==> src/rtl/mult4_acc.sv <==
// Streaming multiply-accumulate front end around the 4x4 combinational Multi4 array.
// Define MULT4_ACC_SAT_EN for a saturating accumulator; by default the sum wraps.

module Multi4 (
   input  logic a0,
   input  logic a1,
   input  logic a2,
   input  logic a3,
   input  logic b0,
   input  logic b1,
   input  logic b2,
   input  logic b3,
   output logic m0,
   output logic m1,
   output logic m2,
   output logic m3,
   output logic m4,
   output logic m5,
   output logic m6,
   output logic m7
);
   logic [7:0] a_x, b_x, m;

   assign a_x = {4'b0000, a3, a2, a1, a0};
   assign b_x = {4'b0000, b3, b2, b1, b0};
   assign m   = a_x * b_x;
   assign {m7, m6, m5, m4, m3, m2, m1, m0} = m;
endmodule

module mult4_acc #(
   parameter int unsigned FRAME_LEN = 4,
   parameter int unsigned ACC_W     = 12
) (
   input  logic             clk,
   input  logic             rst_n,
   input  logic             clr,
   input  logic             in_valid,
   output logic             in_ready,
   input  logic [3:0]       in_a,
   input  logic [3:0]       in_b,
   output logic             out_valid,
   input  logic             out_ready,
   output logic [ACC_W-1:0] out_sum,
   output logic             out_ovf
);
   typedef enum logic [1:0] {ACC, DRAIN, DONE} state_t;

   localparam logic [7:0] LAST = 8'(FRAME_LEN - 1);

   state_t           state;
   logic [3:0]       op_a, op_b;
   logic             op_v;
   logic [7:0]       mult, prod;
   logic             prod_v;
   logic [7:0]       issued, added;
   logic [ACC_W-1:0] acc, acc_nxt;
   logic             ovf, ovf_nxt;
   logic [ACC_W:0]   sum_ext;
   logic             take;

   // in_ready is held low during reset so nothing is taken while rst_n is low
   assign in_ready = rst_n && (state == ACC) && (issued <= LAST);
   assign take     = in_ready && in_valid && !clr;
   assign out_sum  = acc;
   assign out_ovf  = ovf;

   Multi4 u_mul (
      .a0(op_a[0]), .a1(op_a[1]), .a2(op_a[2]), .a3(op_a[3]),
      .b0(op_b[0]), .b1(op_b[1]), .b2(op_b[2]), .b3(op_b[3]),
      .m0(mult[0]), .m1(mult[1]), .m2(mult[2]), .m3(mult[3]),
      .m4(mult[4]), .m5(mult[5]), .m6(mult[6]), .m7(mult[7])
   );

   assign sum_ext = {1'b0, acc} + {{(ACC_W - 7){1'b0}}, prod};

   always_comb begin
      acc_nxt = sum_ext[ACC_W-1:0];
      ovf_nxt = ovf | sum_ext[ACC_W];
`ifdef MULT4_ACC_SAT_EN
      if (ovf_nxt) acc_nxt = '1;
`endif
   end

   always_ff @(posedge clk or negedge rst_n) begin
      if (!rst_n) begin
         op_a   <= '0;
         op_b   <= '0;
         op_v   <= 1'b0;
         prod   <= '0;
         prod_v <= 1'b0;
      end else if (clr) begin
         op_v   <= 1'b0;
         prod_v <= 1'b0;
      end else begin
         op_v   <= take;
         prod_v <= op_v;
         if (take) begin
            op_a <= in_a;
            op_b <= in_b;
         end
         if (op_v) prod <= mult;
      end
   end

   always_ff @(posedge clk or negedge rst_n) begin
      if (!rst_n) begin
         state     <= ACC;
         issued    <= '0;
         added     <= '0;
         acc       <= '0;
         ovf       <= 1'b0;
         out_valid <= 1'b0;
      end else if (clr) begin
         state     <= ACC;
         issued    <= '0;
         added     <= '0;
         acc       <= '0;
         ovf       <= 1'b0;
         out_valid <= 1'b0;
      end else begin
         if (take) issued <= issued + 8'd1;
         if (prod_v) begin
            acc   <= acc_nxt;
            ovf   <= ovf_nxt;
            added <= added + 8'd1;
         end
         unique case (state)
            ACC:   if (take && issued == LAST) state <= DRAIN;
            DRAIN: if (prod_v && added == LAST) begin
               state     <= DONE;
               out_valid <= 1'b1;
            end
            DONE:  if (out_ready) begin
               state     <= ACC;
               out_valid <= 1'b0;
               issued    <= '0;
               added     <= '0;
               acc       <= '0;
               ovf       <= 1'b0;
            end
            default: state <= ACC;
         endcase
      end
   end
endmodule

==> config.mk <==
export PLATFORM = sky130hd
export DESIGN_NAME = mult4_acc
export DESIGN_NICKNAME = d
export VERILOG_FILES = /design/src/rtl/mult4_acc.sv
export SDC_FILE = /design/constraint.sdc
export NUM_CORES = 1
export LEC_CHECK = 0
export ABC_AREA = 0
export BUFFER_PORTS_ARGS = -buffer_cell sky130_fd_sc_hd__buf_2
export CORE_MARGIN = 3
export CORE_UTILIZATION = 48
export DETAILED_ROUTE_END_ITERATION = 8
export PLACE_DENSITY_LB_ADDON = 0.05
export SLEW_MARGIN = 20
export SYNTH_ARGS = -nofsm -noshare
export SYNTH_HDL_FRONTEND = slang
export SYNTH_HIERARCHICAL = 1
export SYNTH_SLANG_ARGS = --single-unit
==> constraint.sdc <==
create_clock -name clk -period 3.3 [get_ports clk]
set_input_delay 0.495 -clock clk [delete_from_list [all_inputs] [get_ports clk]]
set_output_delay 0.495 -clock clk [all_outputs]
set_load 0.02 [all_outputs]
Yosys cells after proc, flatten, opt, wreduce, memory -nomap -nowiden

Index checks and enable logic that the tools add are counted.
W data, S select, Z words.

Register bits: 50
Latch bits: 0
Bits in writable memories: 0
Bits in read-only memories: 0
Bits of input ports: 13
Output and inout port bits: 15
Word-level logic and storage cells: 65
Memories kept: 0

Add/subtract/negate cells: 3
$mul: 1
Divide/modulo/power cells: 0
Order comparisons: 1
Equality and inequality tests: 7
Shifts and indexed selects: 0
Muxes and demuxes: 27
Bitwise operators: 2
Reduce and logical (&&, ||, !) cells: 13

Operator list:

| cell                  | number |
|---|---|
| $mux W8               | 8 |
| $mux W12              | 4 |
| $add A8 B1 Y8 const B | 2 |
| $eq A8 B2 Y1 const B  | 2 |
| $add A12 B8 Y13       | 1 |
| $mux W1               | 9 |
| $le A8 B2 Y1 const B  | 1 |
| $mul A4 B4 Y8         | 1 |
| $mux W2               | 4 |
| $logic_and A1 B1 Y1   | 6 |
| $ne A3 B3 Y1 const B  | 2 |
| $pmux W2 S3           | 1 |
| $reduce_and A3 Y1     | 2 |
| $reduce_and A2 Y1     | 2 |
| $ne A3 B2 Y1 const B  | 1 |
| $reduce_bool A3 Y1    | 1 |
| $eq A2 B1 Y1 const B  | 1 |
| $eq A2 B2 Y1 const B  | 1 |
| $logic_not A2 Y1      | 1 |
| $pmux W1 S2           | 1 |
| $logic_not A1 Y1      | 1 |
| $not A1 Y1            | 1 |
| $or A1 B1 Y1          | 1 |

Logic depth before layout (Yosys ltp)

Depth in word-level cells: 9
Gate-level depth with buffers: 9
Depth with buffers taken out: 9

Hierarchy

The synthesis kept the hierarchy.

By module, submodules not included:

| module    | instances | cells an instance | area an instance (µm²) | sequential area each (µm²) |
|---|---|---|---|---|
| mult4_acc | 1         | 207               | 2358.5                 | 1251.2 |
| Multi4    | 1         | 51                | 447.9                  | 0.0 |

Worst setup path before layout

OpenSTA, ideal clock, no wires.

Path kind: reg-to-reg
From: reg op_a[0]
To: reg prod[6]
Setup time: 0.125 ns
Arrival time: 2.666 ns
Required time: 3.175 ns
Slack: 0.509 ns
Cell stages (with the launch flop): 10
Buffers on the path: 0
Period minus slack after synthesis: 2.791 ns
Cell sequence: dfrtp_1 -> nand2_1 -> fa_1 -> inv_1 -> fa_1 -> fa_1 -> a21o_2 -> a21oi_1 -> xnor2_1 -> mux2_2

Word-level cells in the longest chain between the ends: 1

Ends and longest elaborated chain:

| element                  | line | text |
|---|---|---|
| start: declaration       | 51   | `logic [3:0] op_a, op_b;` |
| start signal: assignment | 98   | `op_a <= in_a;` |
| $mul A4 B4 Y8            | 26   | `assign m = a_x * b_x;` |
| named net mult[6]        | 53   | `logic [7:0] mult, prod;` |
| end signal: assignment   | 101  | `if (op_v) prod <= mult;` |
| end: declaration         | 53   |  |

The timed path passes the listed nets, and every way through them passes these cells.
A chain may end at the register's enable or synchronous reset.

Final worst setup path

From: reg op_a[0]
To: reg prod[7]

The elaborated chain is that of the path after synthesis.

==> impl_metrics.csv <==
group,metric,value,unit
outcome,status,"finished, final reports clean",
synthesis,synth_seq_cells,50,
place,gp_routability_congestion,0.7887,
synthesis,synth.distinct_cells,45,
synthesis,yosys.area.top_type,"dfrtp_1",
sta,period_needed,2939,ps
floorplanning,row_count,27,
sta,tns,0,ps
critical_path,critPathRequiredTime,3500,ps
pwr,leakagePower,1.520,nW
synthesis,yosysWarnings,6,
pwr,ir_drop,0.0002941,V
critical_path,worstPathMaxFanout,5,
synthesis,synth_flop_cell,"dfrtp_1",
cells_and_area,antenna_cells,0,
cts,cts_max_path_buffers,2,
synthesis,synth_xor_area_share,5.617,%
cts,cts_setup_buffers,0,
cts,cts_max_level,2,
pwr,p_total,0.001563,W
cts,clkLatencyLatePin,310,ps
synthesis,synth-seq-area-share,44.58,%
synthesis,synth_commonest_cells,"50 x dfrtp_1, 23 x nor2_1, 22 x ha_1",
detailed_routing,ant_nets,0,
cells_and_area,finish.utilization,56.00,%
cts,ctsHoldBuffers,0,
detailed_routing,num_vias,1928,
floorplanning,die-height,82.47,µm
synthesis,synth_area_leaders,"dfrtp_1 45%, ha_1 9.8%, mux2_2 4.4%",
cts,path_clk_slew,100,ps
floorplanning,initial_core_util,50.35,%
critical_path,crit_slowest_cell,"fa_1",
critical_path,cp-start-kind,"register",
synthesis,syn_inst,258,
detailed_routing,firstDrtPassIters,4,
detailed_routing,vias_per_cell,5.326,
cts,cts_resized,0,
sta,grt_setup_unrepaired,"no",
critical_path,max_stage_delay,530,ps
cts,cts_made_buffers,5,
floorplanning,ioPinCount,28,
cts,cts_tree,"built",
detailed_routing,routed_wl,4998,µm
synthesis,synth-simple-area-share,15.56,%
cts,clock_tree.root_cell,"clkbuf_8",
global_route,overflow,0,
synthesis,synth_area_per_cell,10.88,µm²
synthesis,synth_area,0.002806,mm²
critical_path,cpMostUsedCell,"fa_1",
critical_path,crit_type,"register to register",
pwr,p_per_area,500.7,mW/mm²
global_route,grt_max_degree,51,
sta,finalHoldViolations,0,
sta,finalSetupViolations,0,
synthesis,synthMuxAreaShare,7.847,%
cells_and_area,drive_gt1_share,18.28,%
detailed_routing,drt-initial-drc-count,63,
job,max-cap-violations,0,
sta,worstMarginPinSlew,714.9,ps
detailed_routing,drc,0,
sta,max_slew_margin,52.24,%
synthesis,synthesis.nets,298,
synthesis,synth_compound_area_share,10.57,%
floorplanning,die_area,0.006800,mm²
place,portBuffers,27,
synthesis,synth_enable_flop_cells,0,
sta,drv_slew,0,
floorplanning,core_area,0.005574,mm²
floorplanning,die_width,82.47,µm
global_route,grt_use_total,16.95,%
cells_and_area,fin_nets,329,
sta,fin_crit_sh,89.07,%
sta,fmax,0.3402,GHz
critical_path,arrival,3140,ps
synthesis,synth_top_family_by_area,"simple AND/OR/NAND/NOR gates",
place,place_hpwl,3745,µm
cells_and_area,num-fill-cells,511,
synthesis,synthAdderAreaFrac,13.37,%
critical_path,cp-end-kind,"register",
cts,numClockSinks,50,
global_route,grt_pass1_vias,1862,
global_route,grt_pass1_wl,8694,µm
hold_path,hold_class,"input pin to asynchronous set/reset pin",
synthesis,synth.top_cell.area_share,44.58,%
synthesis,yosysMostFrequentCell,"dfrtp_1",
detailed_routing,wl_per_cell,13.81,µm
critical_path,path_cells,"nand2_1 > fa_1 > inv_1 > fa_1 > ha_1 > a211oi_1 > or4b_1 > o2111ai_1 > mux2_2",
sta,finClkSkew,7.569,ps
cells_and_area,areaGrowthSynthToFinish,11.23,%
global_route,antenna_found_initial,0,
synthesis,ys_async_sr_fraction,100.0,%
## kinds of logic after synthesis
family,after synthesis
AO/OA/AOI/OAI,48
XOR/XNOR,18
adder cells (fa/ha/maj),27
flip-flops,50
multiplexers,20
AND/OR/NAND/NOR,79
buffers and inverters,16
## path summary, 6_finish.rpt
kind | from | to | slack (ps) | cells past startpoint
max in group asynchronous | rst_n | state[0] | 2520 | 2
hold / removal | rst_n | out_sum[11] | 350 | 2
setup / recovery | op_a[0] | prod[7] | 360 | 9
hold reg to reg | out_ovf | out_ovf | 490 | 1
min in group clk | in_a[1] | op_a[1] | 400 | 2
setup reg to reg | op_a[0] | prod[7] | 360 | 9
## area by class of cell
cell class	instances	area, µm²	share of cell area [%]
Clock inverter	2	16.27	0.5210
Inverter	10	37.54	1.202
Tap cell	72	90.09	2.886
Sequential cell	50	1251	40.08
Timing Repair Buffer	30	157.7	5.050
Clock buffer	6	82.58	2.645
Multi-Input combinational cell	192	1486	47.62
## critical path, delay by kind of cell, from the launching register on
kind	cells	cell delay (ps)
adder cells (fa/ha/maj)	3	1390
AO/OA/AOI/OAI	2	420
flip-flops	1	410
AND/OR/NAND/NOR	2	280
multiplexers	1	280
buffers and inverters	1	50
## sequential cells by signal, indices dropped and copies added, names as in the netlist
signal / flops
out_sum: 12
added: 8
issued: 8
prod: 8
op_a: 4
op_b: 4
state: 2
op_v: 1
out_ovf: 1
out_valid: 1
prod_v: 1
## cells in the final DEF (no fill, tap or decap), drive strengths merged, types with 5 or more instances in the layout
cell,n
a21oi,15
a21o,6
nand4,5
dfrtp,50
o21ai,10
nor2,23
inv,10
fa,5
ha,22
buf,30
xnor2,8
and2,18
clkbuf,6
mux2,16
nand3,6
nand2,12
xor2,10
## per-layer routing
metal  wire length [µm]  global-route usage (%)  up-vias
met5                  0                       0        -
met4                 55                   6.478        0
met3                195                   3.796        4
met2               2359                   27.24       28
met1               2388                   22.23      923
li1                   -                       -      973
## power by group
group / switching, W / leakage (nW) / internal (W) / total, W
clock: 0.000213 / 0.0478 / 0.000173 / 0.000385
combinational: 0.000230 / 0.803 / 0.000217 / 0.000448
sequential: 0.0000541 / 0.669 / 0.000676 / 0.000730
total: 0.000497 / 1.52 / 0.00107 / 0.00156
## stage by stage
stage	hold WS, ps	instance area (µm²)	setup WS, ps	instances
6_report	354.4	3122	360.8	362
5_1_grt	383.9	3122	164.9	362
4_1_cts	378.3	3122	344.2	362
3_5_place_dp	472.3	3023	365.4	354
3_3_place_gp	469.8	3023	425.7	354
2_1_floorplan	199.4	2806	509.2	258
Power figures use the tool's default switching activity.
